`src/rtl/fetch_stage.sv`:
```
// Instruction fetch stage: PC register, BOOT/RUN/STALL sequencer and the IF/ID pipeline register.
// Optional macro BRANCH_FLUSH_EN squashes the word fetched alongside a taken branch; otherwise it is a delay slot.
module fetch_stage (
    input  logic        clk,
    input  logic        reset,
    input  logic        le_pc,
    input  logic        le_ifid,
    input  logic        branch_taken,
    input  logic [31:0] branch_target,
    output logic [31:0] imem_addr,
    input  logic [31:0] imem_data,
    output logic [31:0] ifid_instr,
    output logic [31:0] ifid_pc,
    output logic [31:0] ifid_pc_plus4,
    output logic        ifid_valid
);

    typedef enum logic [1:0] {
        BOOT,
        RUN,
        STALL
    } state_t;

    state_t      state;
    state_t      next_state;
    logic [31:0] pc;
    logic [31:0] pc_next;
    logic [31:0] pc_plus4;
    logic [31:0] target_aligned;
    logic        load_ifid;
    logic        flush_ifid;

    assign pc_plus4       = pc + 32'd4;
    assign target_aligned = branch_target & ~32'h3;
    assign imem_addr      = pc;

    always_ff @(posedge clk or posedge reset) begin
        if (reset) begin
            state <= BOOT;
            pc    <= 32'h0;
        end else begin
            state <= next_state;
            pc    <= pc_next;
        end
    end

    // A stall freezes the PC and masks branch_taken; ID keeps the branch asserted until le_pc returns.
    always_comb begin
        next_state = state;
        pc_next    = pc;
        load_ifid  = 1'b0;
        flush_ifid = 1'b0;
        case (state)
            BOOT: begin
                next_state = RUN;
                load_ifid  = 1'b1;
                flush_ifid = 1'b1;
            end
            RUN, STALL: begin
                load_ifid = le_ifid;
                if (le_pc) begin
                    next_state = RUN;
                    pc_next    = branch_taken ? target_aligned : pc_plus4;
`ifdef BRANCH_FLUSH_EN
                    flush_ifid = branch_taken;
`endif
                end else begin
                    next_state = STALL;
                end
            end
            default: begin
                next_state = BOOT;
            end
        endcase
    end

    always_ff @(posedge clk or posedge reset) begin
        if (reset) begin
            ifid_instr    <= 32'h0;
            ifid_pc       <= 32'h0;
            ifid_pc_plus4 <= 32'd4;
            ifid_valid    <= 1'b0;
        end else if (load_ifid) begin
            ifid_instr    <= flush_ifid ? 32'h0 : imem_data;
            ifid_pc       <= pc;
            ifid_pc_plus4 <= pc_plus4;
            ifid_valid    <= ~flush_ifid;
        end
    end

endmodule

```
`config.mk`:
```
export PLATFORM = sky130hd
export DESIGN_NAME = fetch_stage
export DESIGN_NICKNAME = d
export VERILOG_FILES = /design/src/rtl/fetch_stage.sv
export SDC_FILE = /design/constraint.sdc
export NUM_CORES = 1
export LEC_CHECK = 0
export CELL_PAD_IN_SITES_DETAIL_PLACEMENT = 0
export CELL_PAD_IN_SITES_GLOBAL_PLACEMENT = 2
export CORE_ASPECT_RATIO = 0.9
export CORE_MARGIN = 2
export CORE_UTILIZATION = 34
export CTS_BUF_LIST = sky130_fd_sc_hd__clkbuf_4 sky130_fd_sc_hd__clkbuf_8
export DETAILED_ROUTE_END_ITERATION = 8
export DONT_BUFFER_PORTS = 1
export GPL_TIMING_DRIVEN = 0
export PLACE_DENSITY = 0.85
export SYNTH_ARGS = -nofsm -noshare
export SYNTH_HDL_FRONTEND = slang
export SYNTH_SLANG_ARGS = --single-unit
```
`constraint.sdc`:
```
create_clock -name clk -period 4.6 [get_ports clk]
set_input_delay 1.38 -clock clk [delete_from_list [all_inputs] [get_ports clk]]
set_output_delay 1.38 -clock clk [all_outputs]
set_load 0.005 [all_outputs]
```
Word-level counts from Yosys, hierarchy flattened
Cells that the tools add are included.
{ "classes": {"add_sub_neg": 1, "mul": 0, "n_div": 0, "magnitude_cmp": 0, "eq_ne": 2, "shifts": 0, "muxes": 6, "bitwise_logic": 1, "n_reduce_logical": 3} }
{ "ops": {"columns": ["operator", "count"], "rows": [
  ["32-bit two-way mux", 2],
  ["32-bit by 3-bit adder with 32-bit output (second input constant)", 1],
  ["2-bit one-hot mux with 2 select lines", 1],
  ["2-bit by 1-bit == test with 1-bit output (second input constant)", 1],
  ["2-bit == test (second input constant)", 1],
  ["2-bit zero test", 1],
  ["2-bit two-way mux", 1],
  ["1-bit one-hot mux with 2 select lines", 1],
  ["2-bit AND reduction", 1],
  ["2-bit OR reduction", 1],
  ["1-bit two-way mux", 1],
  ["1-bit NOT", 1]
]} }
{ "word_totals": {"register_bits": 131, "latch_bits": 0, "ramBits": 0, "rom_bits": 0, "inputBits": 69, "mem_count": 0} }

Longest topological paths before layout
{ "logic_depth": {"ltp_word": 3, "depth_mapped": 9, "depth_no_buf": 6} }

Least setup slack after synthesis
OpenSTA, ideal clock, no wires.
{ "synth_timing": {"path_kind": "input to register", "start": "input port le_ifid", "end": "register ifid_instr[10]", "setup_ns": 0.066, "arrival_ns": 2.544, "t_required_ns": 4.534, "setup_slack_ns": 1.990, "stages": 7, "path_cell_list": "a21oi_1 or2_2 clkbuf_1 clkbuf_1 clkbuf_1 nand2_1 nand2_1"} }
{ "synth_between": {"elab_chain_cells": 1} }
{ "synth_lines": {"columns": ["element", "line", "source"], "rows": [
  ["start: declaration", "7", "input logic le_ifid,"],
  ["1-bit one-hot mux with 2 select lines", "53", "case (state)"],
  ["end signal: assignment", "84", "ifid_instr <= flush_ifid ? 32'h0 : imem_data;"],
  ["end: declaration", "12", "output logic [31:0] ifid_instr,"]
]} }
Every way passes these cells.
A chain may end at the register's enable or synchronous reset.

Worst setup path after layout
{ "layout_timing": {"start": "input port le_ifid", "end": "register ifid_instr[9]"} }
The elaborated chain is that of the path after synthesis.

==> run summary <==
Status = complete, no violations
Ports = 198
Most common cell after layout, fill and taps aside = nand2_1
Vias in the first global route = 5500
Synth unique cells = 44
# setup viols final = 0
Clock group share of total power = 19.1%
Detailed Place HPWL = 15800 µm
Post-synth EDFFs = 0
Std cell rows = 46
Port bufs = 0
Simple-gate share of the synthesized area = 29.5%
Setup crit start kind = primary input
Setup Fix Bufs, Post-CTS = 0
Final Critical Period = 2.94 ns
Internal = 3.01 mW
DRT iter0 DRCs = 405
Sw frac = 46.5%
GRT overflow = 0
All-Layer GR Usage = 23.0%
Synth Area in Compound Gates = 11.8%
Final critical-path share of the clock period = 63.9%
Die W = 147 µm
Most frequent CP cell = clkbuf_1
Slew @ Worst Pin = 0.879 ns
WS Path Type = in2reg
Crit path cell chain = a21oi_1 -> or2_2 -> clkbuf_1 -> clkbuf_1 -> clkbuf_1 -> nand2_1 -> nand2_1
Largest family of logic cells by synthesized area = simple AND/OR/NAND/NOR gates
GP Congestion = 0.848
XOR/XNOR share of the synthesized area = 1.55%
Sequential share of power = 38.3%
Drt total wl = 22100 µm
Via/cell ratio = 5.51
Largest net degree at the start of global routing = 41
Max layer used = met4
Post-synthesis sequential area ratio = 50.3%
Layout area overhead = 13.2%
Delay of the slowest cell on the worst path = 0.57 ns
Fmax = 340 MHz
DIE HEIGHT = 132 µm
Tot Pwr = 5.63 mW
Switching pwr = 2.62 mW
Leak Pwr = 3.05 nW
# nets final = 818
Max-Cap Viols = 0
Top delay family on crit path = buffers and inverters
RSZ-0062 raised after global routing = no
Fin. Hold Viols = 0
Routed Antenna Nets = 0
Synth top area share = 49.8%
Max-slew violations = 0
Max Buffers Root-to-Sink = 2
Number of hold buffers added after CTS = 0
CP endpoint kind = register
CP max FO = 10
Most frequent cells in the layout = nand2_1, dfrtp_1, clkbuf_1
FF+latch count, synth = 125
Hold crit path type = reg2reg
Crit-path slowest cell = clkbuf_1
Synth area leaders = dfrtp_1, nand2_1, nand3b_1
Wl on met1 = 9640 µm
Initial antenna violation count = 2
Crit path required time = 4.99 ns
Total CTS buffers = 17
CTS tree = built
Ys Warns = 0
WL per Instance = 22.1 µm
FFs w/ async S/R, synth = 100%
Proportion of synthesized area in mux cells = 0.322%
Synth Area in Adders = 0.603%
Die ar. = 19400 µm²
Prevailing post-synth register cell = dfrtp_1
Via count = 5508
Buf/Inv on CP = 3
Layout cell share with drive strength beyond 1 = 8.18%
Initial Utilization = 35.0%
Routed length on met3 = 2000 µm
Gate power share = 42.6%
Syn avg cell area = 8.66 µm²
1st-pass router iterations = 5
Clk sinks = 125
Post-layout util = 39.6%
Root buffer cell = clkbuf_8
Synthesized area = 6220 µm²
Setup TNS = 0 ns
Worst EP arrival = 3.33 ns
Met2 wire length = 10100 µm
First-pass GRT wire length = 34000 µm
Fin Clk Skew = 0.00943 ns
Area of the core = 17800 µm²
Worst vdd ir = 289 µV
Post_cts resized = 0
Residual DRC = 0
Worst skew pair latency = 0.45 ns
Pwr dens = 798 nW/µm²
Dominant cell type by area after synthesis = dfrtp_1
Relative slew slack = 40.8%
H-Tree Depth = 4
Reg clk slew, reported paths = 0.07 ns
Cells after synthesis = 719
[per-layer routing]
layer,global-route usage [%],vias to the layer above
met5,0,-
met2,36.6,229
met3,7.44,24
met1,30.0,2703
li1,-,2552
met4,6.58,0
[state kept, by name, indices dropped and copies added, names as in the netlist]
signal,flops
ifid_pc_plus4,30
ifid_pc,30
state,2
imem_addr,30
ifid_valid,1
ifid_instr,32
[metrics by stage]
step / std cells / instance area (µm²) / worst slack [ns] / hold WS [ns]
after floorplan: 724 / 6250 / 1.68 / 0.463
after global placement: 964 / 6550 / 0.949 / 0.482
after detailed placement: 967 / 6610 / 1.21 / 0.486
after CTS: 998 / 7040 / 1.68 / 0.502
after global routing: 999 / 7050 / 1.46 / 0.522
final: 1000 / 7050 / 1.66 / 0.497
[cells in the mapped netlist (all sizes together) (4+ instances only)]
master	n
o311ai	8
xnor2	9
and4	6
buf	22
clkbuf	50
nor2	28
and2	4
or3	15
o211ai	12
nand4	19
nand3	31
a22oi	4
and3	23
inv	10
nand3b	32
a31oi	15
o31ai	5
a21oi	25
or4	8
nand2	178
dfrtp	124
nor3	20
o21ai	47
[power groups by stage]
stage          registers (mW)  logic, mW  clock network (mW)
5_1_grt                  2.22       2.71                1.14
4_1_cts                  2.17       2.41                1.10
3_3_place_gp             2.17       2.32                   0
2_1_floorplan            1.98       1.70                   0
6_report                 2.16       2.40                1.08
3_5_place_dp             2.18       2.40                   0
[logic make-up after synthesis]
family	after synthesis
adders and majority gates	3
AOI/OAI and AO/OA	122
buffers and inverters	83
other	1
and+or+nand+nor	372
muxes	2
DFF	125
xor gates and xnor gates	11
[path summary, 6_finish.rpt]
kind | startpoint | endpoint | slack [ns] | depth (start not counted)
max | le_ifid | ifid_instr[9] | 1.66 | 7
min | ifid_instr[11] | ifid_instr[11] | 0.50 | 2
max reg2reg | state[0] | ifid_instr[9] | 1.81 | 9
min reg2reg | ifid_instr[11] | ifid_instr[11] | 0.50 | 2
max in group asynchronous | reset | imem_addr[19] | 2.86 | 3
min in group asynchronous | reset | ifid_pc_plus4[5] | 0.87 | 1
[area by class of cell]
| cell class | count | area, µm² |
|---|---|---|
| well taps | 240 | 300 |
| diodes | 2 | 5.00 |
| inverters | 11 | 45.0 |
| clock inverters | 6 | 105 |
| plain buffers | 72 | 323 |
| fillers | 1847 | 10700 |
| repair buffers | 3 | 60.1 |
| flip-flops and latches | 125 | 3130 |
| multi-input cells | 516 | 2750 |
| clock buffers | 25 | 332 |
[worst register-to-register path, delay by kind of cell (launching register included)]
family          cells  cell delay (ns)
buf+inv             4             1.45
flops               1             0.36
simple gates        3             0.34
fa+ha+maj           1             0.32
compound gates      1             0.25
No activity file was read; power rests on OpenSTA's default activity.
